**src/rtl/gbp_ghr_ckpt_pkg.sv**
```systemverilog
// gbp_ghr_ckpt_pkg: shared types for the speculative global-history checkpoint manager
package gbp_ghr_ckpt_pkg;
  typedef struct packed {
    logic DebugEn;
  } cva6_cfg_t;
  localparam cva6_cfg_t cva6_cfg_empty = '0;
  localparam int unsigned HIST_BITS = 9;
  localparam int unsigned NR_CKPT = 8;
  localparam int unsigned CKPT_ID_W = $clog2(NR_CKPT);
  typedef logic [CKPT_ID_W-1:0] ghr_ckpt_id_t;
  typedef struct packed {
    logic         valid;
    ghr_ckpt_id_t id;
    logic         taken;
    logic         mispredict;
  } ghr_resolve_t;
endpackage

```
**src/rtl/gbp_ghr_ckpt_fifo.sv**
```systemverilog
// gbp_ghr_ckpt_fifo: circular checkpoint store with push/pop/squash/flush/clear controls
module gbp_ghr_ckpt_fifo
  import gbp_ghr_ckpt_pkg::*;
#(
  parameter int unsigned W  = HIST_BITS,
  parameter int unsigned N  = NR_CKPT,
  parameter int unsigned IW = $clog2(N),
  parameter int unsigned CW = $clog2(N + 1)
) (
  input  logic          clk_i,
  input  logic          rst_i,
  input  logic          clear_i,
  input  logic          flush_i,
  input  logic          squash_i,
  input  logic          push_i,
  input  logic          pop_i,
  input  logic [W-1:0]  wdata_i,
  output logic [W-1:0]  rdata_o,
  output logic [IW-1:0] wr_ptr_o,
  output logic [IW-1:0] rd_ptr_o,
  output logic          full_o,
  output logic          empty_o
);
  logic [W-1:0]  ckpt_q [N];
  logic [W-1:0]  ckpt_d [N];
  logic [IW-1:0] wr_ptr_q, wr_ptr_d, rd_ptr_q, rd_ptr_d;
  logic [CW-1:0] cnt_q, cnt_d;
  logic          drop;
  always_comb begin
    drop     = clear_i || flush_i || squash_i;
    ckpt_d   = ckpt_q;
    if (push_i && !drop) ckpt_d[wr_ptr_q] = wdata_i;
    wr_ptr_d = clear_i ? '0 : flush_i ? wr_ptr_q : squash_i ? rd_ptr_q + IW'(1) : wr_ptr_q + IW'(push_i);
    rd_ptr_d = clear_i ? '0 : flush_i ? wr_ptr_q : squash_i ? rd_ptr_q + IW'(1) : rd_ptr_q + IW'(pop_i);
    cnt_d    = drop ? '0 : cnt_q + CW'(push_i) - CW'(pop_i);
  end
  always_ff @(posedge clk_i) begin
    if (rst_i) begin
      for (int i = 0; i < int'(N); i++) ckpt_q[i] <= '0;
      wr_ptr_q <= '0;
      rd_ptr_q <= '0;
      cnt_q    <= '0;
    end else begin
      ckpt_q   <= ckpt_d;
      wr_ptr_q <= wr_ptr_d;
      rd_ptr_q <= rd_ptr_d;
      cnt_q    <= cnt_d;
    end
  end
  assign rdata_o  = ckpt_q[rd_ptr_q];
  assign wr_ptr_o = wr_ptr_q;
  assign rd_ptr_o = rd_ptr_q;
  assign full_o   = cnt_q == CW'(N);
  assign empty_o  = cnt_q == '0;
endmodule

```
**src/rtl/gbp_ghr_ckpt.sv**
```systemverilog
// gbp_ghr_ckpt: speculative/architectural global history with per-branch checkpoints
module gbp_ghr_ckpt
  import gbp_ghr_ckpt_pkg::*;
#(
  parameter cva6_cfg_t   CVA6Cfg  = cva6_cfg_empty,
  parameter int unsigned HistBits = HIST_BITS,
  parameter int unsigned NrCkpt   = NR_CKPT
) (
  input  logic                      clk_i,
  input  logic                      rst_i,
  input  logic                      flush_bp_i,
  input  logic                      flush_i,
  input  logic                      debug_mode_i,
  input  logic                      spec_valid_i,
  input  logic                      spec_taken_i,
  output logic                      spec_ready_o,
  output logic [$clog2(NrCkpt)-1:0] spec_id_o,
  output logic [HistBits-1:0]       ghr_o,
  input  logic                      resolve_valid_i,
  input  logic [$clog2(NrCkpt)-1:0] resolve_id_i,
  input  logic                      resolve_taken_i,
  input  logic                      resolve_mispredict_i,
  output logic                      resolve_err_o
);
  localparam int unsigned IdW = $clog2(NrCkpt);
  logic [HistBits-1:0] spec_q, spec_d, arch_q, arch_d, ck_rd, h;
  logic [IdW-1:0]      wr_ptr, rd_ptr;
  logic                err_q, err_d, full, empty;
  logic                gate, push, res, legal, mis, ok;
  always_comb begin
    gate   = !(CVA6Cfg.DebugEn && debug_mode_i);
    push   = gate && spec_valid_i && !full;
    // a resolve coinciding with any flush is dropped and cannot raise the error flag
    res    = gate && resolve_valid_i && !flush_i && !flush_bp_i;
    legal  = res && !empty && resolve_id_i == rd_ptr;
    mis    = legal && resolve_mispredict_i;
    ok     = legal && !resolve_mispredict_i;
    h      = {ck_rd[HistBits-2:0], resolve_taken_i};
    spec_d = flush_bp_i ? '0 : flush_i ? arch_q : mis ? h :
             push ? {spec_q[HistBits-2:0], spec_taken_i} : spec_q;
    arch_d = flush_bp_i ? '0 : legal ? h : arch_q;
    err_d  = err_q || (res && !legal);
  end
  always_ff @(posedge clk_i) begin
    if (rst_i) begin
      spec_q <= '0;
      arch_q <= '0;
      err_q  <= 1'b0;
    end else begin
      spec_q <= spec_d;
      arch_q <= arch_d;
      err_q  <= err_d;
    end
  end
  gbp_ghr_ckpt_fifo #(
    .W(HistBits),
    .N(NrCkpt)
  ) u_fifo (
    .clk_i    (clk_i),
    .rst_i    (rst_i),
    .clear_i  (flush_bp_i),
    .flush_i  (flush_i),
    .squash_i (mis),
    .push_i   (push && !mis),
    .pop_i    (ok),
    .wdata_i  (spec_q),
    .rdata_o  (ck_rd),
    .wr_ptr_o (wr_ptr),
    .rd_ptr_o (rd_ptr),
    .full_o   (full),
    .empty_o  (empty)
  );
  assign spec_ready_o  = !full;
  assign spec_id_o     = wr_ptr;
  assign ghr_o         = spec_q;
  assign resolve_err_o = err_q;
endmodule

```
**config.mk**
```make
export PLATFORM = sky130hd
export DESIGN_NAME = gbp_ghr_ckpt
export DESIGN_NICKNAME = d
export VERILOG_FILES = /design/src/rtl/gbp_ghr_ckpt_pkg.sv /design/src/rtl/gbp_ghr_ckpt_fifo.sv /design/src/rtl/gbp_ghr_ckpt.sv
export SDC_FILE = /design/constraint.sdc
export NUM_CORES = 1
export LEC_CHECK = 0
export CAP_MARGIN = 20
export CORE_ASPECT_RATIO = 0.5
export CORE_UTILIZATION = 53
export DETAILED_ROUTE_END_ITERATION = 8
export GPL_ROUTABILITY_DRIVEN = 1
export MAX_ROUTING_LAYER = met4
export PLACE_DENSITY = 0.72
export SETUP_SLACK_MARGIN = 0.05
export SYNTH_ARGS = -nofsm -noshare
export SYNTH_HDL_FRONTEND = slang
export SYNTH_SLANG_ARGS = --single-unit
```
**constraint.sdc**
```tcl
create_clock -name clk_i -period 2.6 [get_ports clk_i]
set_clock_uncertainty 0.05 [all_clocks]
set_input_delay 0.52 -clock clk_i [delete_from_list [all_inputs] [get_ports clk_i]]
set_output_delay 0.52 -clock clk_i [all_outputs]
set_load 0.02 [all_outputs]
```
; ---- Yosys cells after proc, flatten, opt, wreduce, memory -nomap -nowiden
; Cells that the tools add are included.
[classes]
addsub = 5
magnitude_cmp = 3
n_eq_ne = 2
muxes = 12
bitwise = 2
reduce_logical = 26
[op_table]
columns = cell, count
row1 = bitwise mux 72 bit, 1
row2 = 2-to-1 mux 9 bit, 4
row3 = binary-select mux 9 bit (select 3 bit), 1
row4 = demux 9 bit (select 3 bit), 1
row5 = 2-to-1 mux 8 bit, 2
row6 = logical AND 1 bit, 11
row7 = 2-to-1 mux 3 bit, 3
row8 = >= comparator 4 bit (second input constant), 2
row9 = zero test 1 bit, 8
row10 = inverter 3 -> 4 bit, 2
row11 = adder 3 x 1 -> 3 bit, 2
row12 = adder 4 x 1 -> 4 bit, 1
row13 = == test 4 bit (second input constant), 1
row14 = zero test 4 bit, 1
row15 = less-than comparator 4 x 1 -> 1 bit (second input constant), 1
row16 = OR reduction 2 bit, 2
row17 = subtractor 4 x 1 -> 4 bit, 1
row18 = adder 3 x 1 -> 3 bit (second input constant), 1
row19 = == test 3 bit, 1
row20 = logical OR 1 bit, 3
row21 = nonzero test 3 bit, 1
[totals]
reg_bits = 101
word_cells = 64

; ---- Logic depth before layout (Yosys ltp)
; Gate-level depths: netlist of run 1.
[depth]
depth_word = 10
mapped_depth = 14

; ---- Hierarchy
; From an unflattened synthesis of run 1, not the netlist that was laid out.
[unflattened]
cells_unflattened = 486
hier_area_um2 = 5051.1
[modules_own_cells]
columns = module, instances, cells_each, area_per_inst_um2, seq_area_each_um2
row1 = gbp_ghr_ckpt_fifo, 1, 388, 4102.7, 1641.6
row2 = gbp_ghr_ckpt, 1, 98, 948.4, 380.4

; ---- Worst setup path after synthesis of run 1
; No wires, ideal clock.
[synth_timing]
kind = in2reg
startpoint = input flush_i
endpoint = register u_fifo.cnt_q[2]
t_arrival_ns = 2.522
path_slack_ns = -0.088
stages = 12
n_path_buf = 1
path_cell_list = nor3b_2 > o311a_1 > buf_6 > nand2_1 > nor2_1 > ha_1 > inv_1 > ha_1 > inv_1 > fa_1 > xnor2_1 > and3_1
[synth_via]
elab_chain_len = 10
[synth_lines]
columns = element, line
row1 = "start, declared", gbp_ghr_ckpt.sv:12  ; input logic flush_i,
row2 = zero test 1 bit, gbp_ghr_ckpt.sv:34  ; res = gate && resolve_valid_i && !flush_i && !flush_bp_i;
row3 = logical AND 1 bit (2 in a row), gbp_ghr_ckpt.sv:34
row4 = logical AND 1 bit (2 in a row), gbp_ghr_ckpt.sv:35  ; legal = res && !empty && resolve_id_i == rd_ptr;
row5 = logical AND 1 bit, gbp_ghr_ckpt.sv:36  ; mis = legal && resolve_mispredict_i;
row6 = zero test 1 bit, gbp_ghr_ckpt.sv:64  ; .push_i (push && !mis),
row7 = logical AND 1 bit, gbp_ghr_ckpt.sv:64
row8 = adder 4 x 1 -> 4 bit, gbp_ghr_ckpt_fifo.sv:35  ; cnt_d = drop ? '0 : cnt_q + CW'(push_i) - CW'(pop_i);
row9 = subtractor 4 x 1 -> 4 bit, gbp_ghr_ckpt_fifo.sv:35
row10 = "end signal, assigned", gbp_ghr_ckpt_fifo.sv:47  ; cnt_q <= cnt_d;
row11 = "end, declared", gbp_ghr_ckpt_fifo.sv:27  ; logic [CW-1:0] cnt_q, cnt_d;
; Several ways; a longest one is shown, not always the timed one.
; A chain may end at the register's enable or synchronous reset.

; ---- Worst setup path after layout of run 1
[layout_timing]
startpoint = register u_fifo.cnt_q[2]
endpoint = register u_fifo.cnt_q[3]
[layout_via]
elab_chain_len = 9
[layout_lines]
columns = element, line
row1 = zero test 4 bit, gbp_ghr_ckpt_fifo.sv:54  ; assign empty_o = cnt_q == '0;
row2 = zero test 1 bit, gbp_ghr_ckpt.sv:35
row3 = logical AND 1 bit (2 in a row), gbp_ghr_ckpt.sv:35
row4 = logical AND 1 bit, gbp_ghr_ckpt.sv:36
row5 = zero test 1 bit, gbp_ghr_ckpt.sv:64
row6 = logical AND 1 bit, gbp_ghr_ckpt.sv:64
row7 = adder 4 x 1 -> 4 bit, gbp_ghr_ckpt_fifo.sv:35
row8 = subtractor 4 x 1 -> 4 bit, gbp_ghr_ckpt_fifo.sv:35
; Several ways; a longest one is shown, not always the timed one.

==> impl_metrics.yaml, run 1 <==
outcome:
  outcome: "complete, no violations"
cells_and_area:
  layout-drive-gt1-share: 0.2049
  regArea_mm2: 0.001862
  diodes: 0
  nNetsFinal: 508
  area_delta_synth_final_pct: 21.28
  multi_input_area_mm2: 0.002490
  fill_cells: 637
worst_setup_path:
  crit_fanout: 3
  worst-setup-path-type: "reg -> reg"
  required_ns: 2.83
  worstPathArrival_ns: 2.69
  critPathCaptureType: "flop"
  start_kind: "flop"
synth:
  ys_ff_latch: 93
  synth_top_area_frac: 0.4144
  yosysMostFrequentCell: "dfxtp_1"
  syn_avg_cell_area_um2: 10.12
  netlist_area_mm2: 0.004493
  ys_seq_area_frac: 0.4144
  synth_nets: 469
  async_reset_ff_frac: 0
  yosys-top-cells-count: "dfxtp_1 (93), nor2_1 (77), mux2i_1 (72), nand2_1 (25)"
  ys_types: 41
  yosysTopAreaCell: "dfxtp_1"
  synthCells: 444
  synth_edf_count: 0
  synth_warnings: 0
  netlist_top_cells_area: "dfxtp_1 (41%), mux2i_1 (16%), mux4_2 (8.0%)"
  ys_dominant_reg_cell: "dfxtp_1"
clocking:
  tritoncts: "built"
  clk_path_buf_depth: 2
  ctsHoldBuffers: 0
  cts_sinks: 93
  clock_latency_ns: 0.34
  path_clk_slew_ns: 0.06
  cts_buffers: 9
  clock-root-buffer: "clkbuf_16"
  cts_htree_levels: 3
die:
  io_pins: 27
  die_area_mm2: 0.008872
  core_area_mm2: 0.008115
  die_h_um: 67.11
  row_count: 23
  start_util: 0.5537
  fp.dieW_um: 132.2
placed_design:
  place_ws_ns: -0.5262
  numPortBuffers: 25
  dp_hpwl_um: 6863
  gp_congestion: 0.7578
power:
  leakage_uw: 0.002147
  peakVddDrop_uv: 303.3
  p_per_area_mw_per_mm2: 524.1
timing:
  whs_ns: 0.3813
  setup_viol: 0
  slew_viol_final: 0
  finalHoldViolCount: 0
  max_freq_mhz: 407.2
  period_minus_slack_ns: 2.456
  rsz0062_at_grt: "false"
  slew_headroom: 0.5769
  worst_slack_ns: 0.1439
  min_period_over_period: 0.9446
  worst_slew_pin_slew_ns: 0.6346
routing:
  num_vias: 3316
  wl_per_cell_um: 17.52
  viasPerCell: 5.527
  drt_first_pass_iters: 4
  drc: 0
  wirelength_um: 10510
  ant_nets: 0
  drt_iter0_drc: 209
global_route:
  grt_util_all_layers: 0.2610
  grt_pass1_wl_um: 16700
  grt_antenna_before_repair: 0
  grt_pass1_vias: 3231
  grt-ovfl-total: 0
  grt_max_degree: 65
job:
  cap_violations: 0
hold_path:
  hold_class: "in -> reg"
[registers in the layout, summed over array words and instances, names as in the netlist]
register / flops
u_fifo.ckpt_q: 64
u_fifo.wr_ptr_o: 3
ghr_o: 9
resolve_err_o: 1
u_fifo.rd_ptr_o: 3
arch_q: 9
u_fifo.cnt_q: 4
[timing repair]
action / CTS / global route
gates cloned: 0 / 0
buffers inserted: 2 / 2
pin swaps: 9 / 10
endpoints found under the setup margin: 4 / 3
gates resized for setup: 11 / 12
[worst paths after layout]
check | from | endpoint | slack [ns] | cells after the start
hold reg to reg | arch_q[0] | arch_q[0] | 0.40 | 2
setup reg to reg | u_fifo.cnt_q[2] | u_fifo.cnt_q[3] | 0.14 | 12
setup / recovery | u_fifo.cnt_q[2] | u_fifo.cnt_q[3] | 0.14 | 12
hold / removal | rst_i | resolve_err_o | 0.38 | 2
[per-layer routing]
metal / track usage / up-vias / routed length [µm]
met5: - / - / 0
met4: 0.07328 / 0 / 72
li1: - / 1645 / -
met2: 0.4398 / 67 / 5050
met1: 0.3236 / 1597 / 4878
met3: 0.05327 / 7 / 512
[metrics by stage]
step	area, µm²	TNS [ns]	util	instances	total power (µW)
floorplan	4517	0	-	444	1586
global placement	5064	-2.029	0.6240	580	1660
detailed placement	5064	-4.037	0.6240	580	1662
global route	5449	0	0.6714	600	2949
finish	5449	0	0.6714	600	2856
CTS	5389	0	0.6640	598	2878
[worst max-delay path, stage by stage, from the launching register on]
cell     delay [ns]
dfxtp_1        0.30
inv_2          0.06
ha_1           0.14
or3b_4         0.39
and2_4         0.18
nand2_2        0.10
ha_4           0.15
inv_1          0.04
ha_1           0.29
a21o_1         0.22
a21oi_2        0.15
xor2_1         0.15
and3_1         0.16
[cells by family (layout without fill, tap and decap cells)]
kind of cell | Yosys count | count (layout) | synth area share
AND/OR/NAND/NOR | 146 | 146 | 0.1512
multiplexers | 88 | 88 | 0.2406
adder cells (fa/ha/maj) | 12 | 12 | 0.03509
buffers and inverters | 44 | 88 | 0.05263
flip-flops | 93 | 93 | 0.4144
XOR/XNOR | 6 | 6 | 0.01337
AO/OA/AOI/OAI | 55 | 55 | 0.09273
[cells in the final DEF, fill, tap and decap left out, types with 9 or more instances in the layout]
cell type	Yosys	routed
buf_12	1	9
ha_1	11	9
nor2_1	77	75
o21ai_0	14	14
clkbuf_16	0	9
nand4_1	9	9
dfxtp_1	93	93
nand2_1	25	23
mux4_2	16	16
a211oi_1	16	16
clkdlybuf4s50_1	0	17
mux2i_1	72	72
and3_1	12	12
buf_4	5	28
a21oi_1	11	10
[final cells by class]
type | count | share of cell area
multi-input combinational | 307 | 0.4569
sequential | 93 | 0.3417
timing repair buffer | 62 | 0.1178
clock buffer | 12 | 0.04524
tap | 112 | 0.02572
inverter | 10 | 0.006889
clock inverter | 4 | 0.005741
[power breakdown]
| group | total [µW] | internal [µW] | switching (µW) |
|---|---|---|---|
| registers | 1450 | 1430 | 14.5 |
| logic | 188 | 76.8 | 111 |
| clock network | 1220 | 680 | 540 |
Power figures use the tool's default switching activity.
==> run 2: changes to the inputs <==
--- a/config.mk
+++ b/config.mk
@@ -10,6 +10,7 @@
 export CORE_UTILIZATION = 53
 export DETAILED_ROUTE_END_ITERATION = 8
 export GPL_ROUTABILITY_DRIVEN = 1
+export HOLD_SLACK_MARGIN = 0.05
 export MAX_ROUTING_LAYER = met4
 export PLACE_DENSITY = 0.72
 export SETUP_SLACK_MARGIN = 0.05
==> results of run 2 <==
Final layout, timing and power as in run 1 (identical DEF).
==> run 3: changes to the inputs <==
--- a/config.mk
+++ b/config.mk
@@ -7,13 +7,14 @@
 export LEC_CHECK = 0
 export CAP_MARGIN = 20
 export CORE_ASPECT_RATIO = 0.5
-export CORE_UTILIZATION = 53
+export CORE_UTILIZATION = 54
 export DETAILED_ROUTE_END_ITERATION = 8
 export GPL_ROUTABILITY_DRIVEN = 1
 export HOLD_SLACK_MARGIN = 0.05
 export MAX_ROUTING_LAYER = met4
-export PLACE_DENSITY = 0.72
+export PLACE_DENSITY = 0.73
 export SETUP_SLACK_MARGIN = 0.05
 export SYNTH_ARGS = -nofsm -noshare
 export SYNTH_HDL_FRONTEND = slang
+export SYNTH_HIERARCHICAL = 1
 export SYNTH_SLANG_ARGS = --single-unit
==> run 3 against run 2 <==
Effect of this change: the run now ends with negative setup slack left; power is 0.12% lower; die area is 2.5% higher; synthesized area is 4.5% higher; combinational power hardly changed; first-iteration DRC count is 20% higher; via count is 1.1% higher; clock power hardly changed; sequential power hardly changed.
==> impl_metrics.yaml, run 3 <==
routing:
  wirelength_um: 11020
  wl_per_cell_um: 18.33
  viasPerCell: 5.576
  num_vias: 3351
  drc: 0
  ant_nets: 0
  drt_first_pass_iters: 4
  drt_iter0_drc: 251
synth:
  netlist_area_mm2: 0.004695
  synthCells: 455
  synth_warnings: 6
  syn_avg_cell_area_um2: 10.32
  synth_nets: 480
die:
  die_area_mm2: 0.009093
  core_area_mm2: 0.008202
  die_h_um: 67.93
  row_count: 23
  start_util: 0.5724
  fp.dieW_um: 133.9
  io_pins: 27
worst_setup_path:
  rr_startpoint: "u_fifo/cnt_q[2]"
  crit_fanout: 3
  worst-setup-path-type: "reg -> reg"
  rrSetupSlack_ns: -0.005
  r2r_cells: 12
  worstPathArrival_ns: 2.78
  required_ns: 2.78
  critPathCaptureType: "flop"
  start_kind: "flop"
  reg2reg_to: "u_fifo/cnt_q[2]"
timing:
  max_freq_mhz: 383.8
  worst_slack_ns: -0.005202
  slew_viol_final: 0
  worst_slew_pin_slew_ns: 0.5636
  min_period_over_period: 1.002
  slew_headroom: 0.6229
  finalHoldViolCount: 0
  period_minus_slack_ns: 2.605
  rsz0062_at_grt: "true"
  setup_viol: 1
  finalSetupTns_ns: -0.005202
global_route:
  grt_max_degree: 73
  grt_antenna_before_repair: 0
  grt_pass1_wl_um: 17770
  grt_util_all_layers: 0.2681
  grt_pass1_vias: 3389
  grt-ovfl-total: 0
power:
  peakVddDrop_uv: 338.0
  p_per_area_mw_per_mm2: 517.4
  leakage_uw: 0.002422
placed_design:
  gp_congestion: 0.8706
  numPortBuffers: 25
  place_ws_ns: -0.5296
  dp_hpwl_um: 7668
clocking:
  tritoncts: "built"
  cts_buffers: 9
  path_clk_slew_ns: 0.06
  cts_sinks: 93
  ctsHoldBuffers: 0
  clock_latency_ns: 0.34
  clock-root-buffer: "clkbuf_16"
  clk_path_buf_depth: 2
  cts_htree_levels: 3
cells_and_area:
  diodes: 0
  layout-drive-gt1-share: 0.2106
  fill_cells: 615
  nNetsFinal: 510
  largest_register: "u_fifo/ckpt_q"
  largest_reg_flops: 64
  final_common_cell: "dfxtp_1"
  layout_common_cells: "dfxtp_1 (87), mux2i_1 (84), nand2b_1 (80), buf_4 (32), nand2_1 (27)"
  area_delta_synth_final_pct: 17.46
outcome:
  outcome: "complete, but fails checks"
  violations: "negative setup slack"
hold_path:
  hold_class: "reg -> reg"
  min-delay-start: "resolve_err_o"
  hold_path_end: "resolve_err_o"
  whs_path_depth: 2
job:
  cap_violations: 0
run 3: area by class of cell:
cell class	count	area, µm²	share of cell area
timing repair buffer	58	505.5	0.09167
clock inverter	5	35.03	0.006354
tap	112	140.1	0.02541
clock buffer	10	239.0	0.04334
multi-input combinational	312	2681	0.4863
sequential	93	1869	0.3390
inverter	11	43.79	0.007942
run 3: stage by stage:
| stage | std cells | power, µW | utilization | instance area, µm² | hold WS [ns] |
|---|---|---|---|---|---|
| after floorplan | 455 | 1588 | - | 4723 | 0.3898 |
| after global placement | 581 | 1650 | 0.6253 | 5129 | 0.3996 |
| after detailed placement | 581 | 1657 | 0.6253 | 5129 | 0.4110 |
| after CTS | 598 | 2864 | 0.6644 | 5449 | 0.4253 |
| after global routing | 601 | 2948 | 0.6723 | 5514 | 0.4427 |
| final | 601 | 2853 | 0.6723 | 5514 | 0.4204 |
run 3: where the power goes:
| part | switching, µW | total (µW) | internal [µW] |
|---|---|---|---|
| Combinational | 94.4 | 185 | 90.7 |
| Sequential | 12.1 | 1450 | 1430 |
| Clock | 552 | 1220 | 670 |
run 3: what timing repair did:
action / CTS / global route
endpoints found under the hold margin: 0 / 0
pin swaps: 9 / 7
setup buffers: 2 / 3
gates cloned: 0 / 0
gates resized for setup: 17 / 10
endpoints found under the setup margin: 3 / 3
run 3: layer usage:
layer / share of wire / global-route usage / routed length [µm]
met1: 0.48 / 0.3358 / 5242
met2: 0.46 / 0.4320 / 5067
met3: 0.052 / 0.06889 / 576
met4: 0.012 / 0.08097 / 129
met5: 0 / - / 0
run 3: worst max-delay path: stages (launching register included):
cell and delay, ns:
dfxtp_2 0.32, inv_2 0.06, ha_4 0.15, and3_4 0.17, or4b_4 0.56, nor2_4 0.15, ha_4 0.22, inv_4 0.05
ha_4 0.13, inv_2 0.04, fa_2 0.36, xor2_2 0.18, nor2_1 0.06
run 3: worst max-delay path by stage:
stage,slack [ns],start,to,cells past startpoint
after detailed placement,-0.53,resolve_id_i[1],u_fifo/cnt_q[2],12
final,-0.005,u_fifo/cnt_q[2],u_fifo/cnt_q[2],12
after global routing,-0.04,u_fifo/cnt_q[2],u_fifo/cnt_q[2],12
after global placement,-0.44,resolve_id_i[1],u_fifo/cnt_q[2],12
after CTS,0.06,u_fifo/cnt_q[2],u_fifo/cnt_q[2],12
after floorplan,-0.06,resolve_id_i[1],u_fifo/cnt_q[2],12
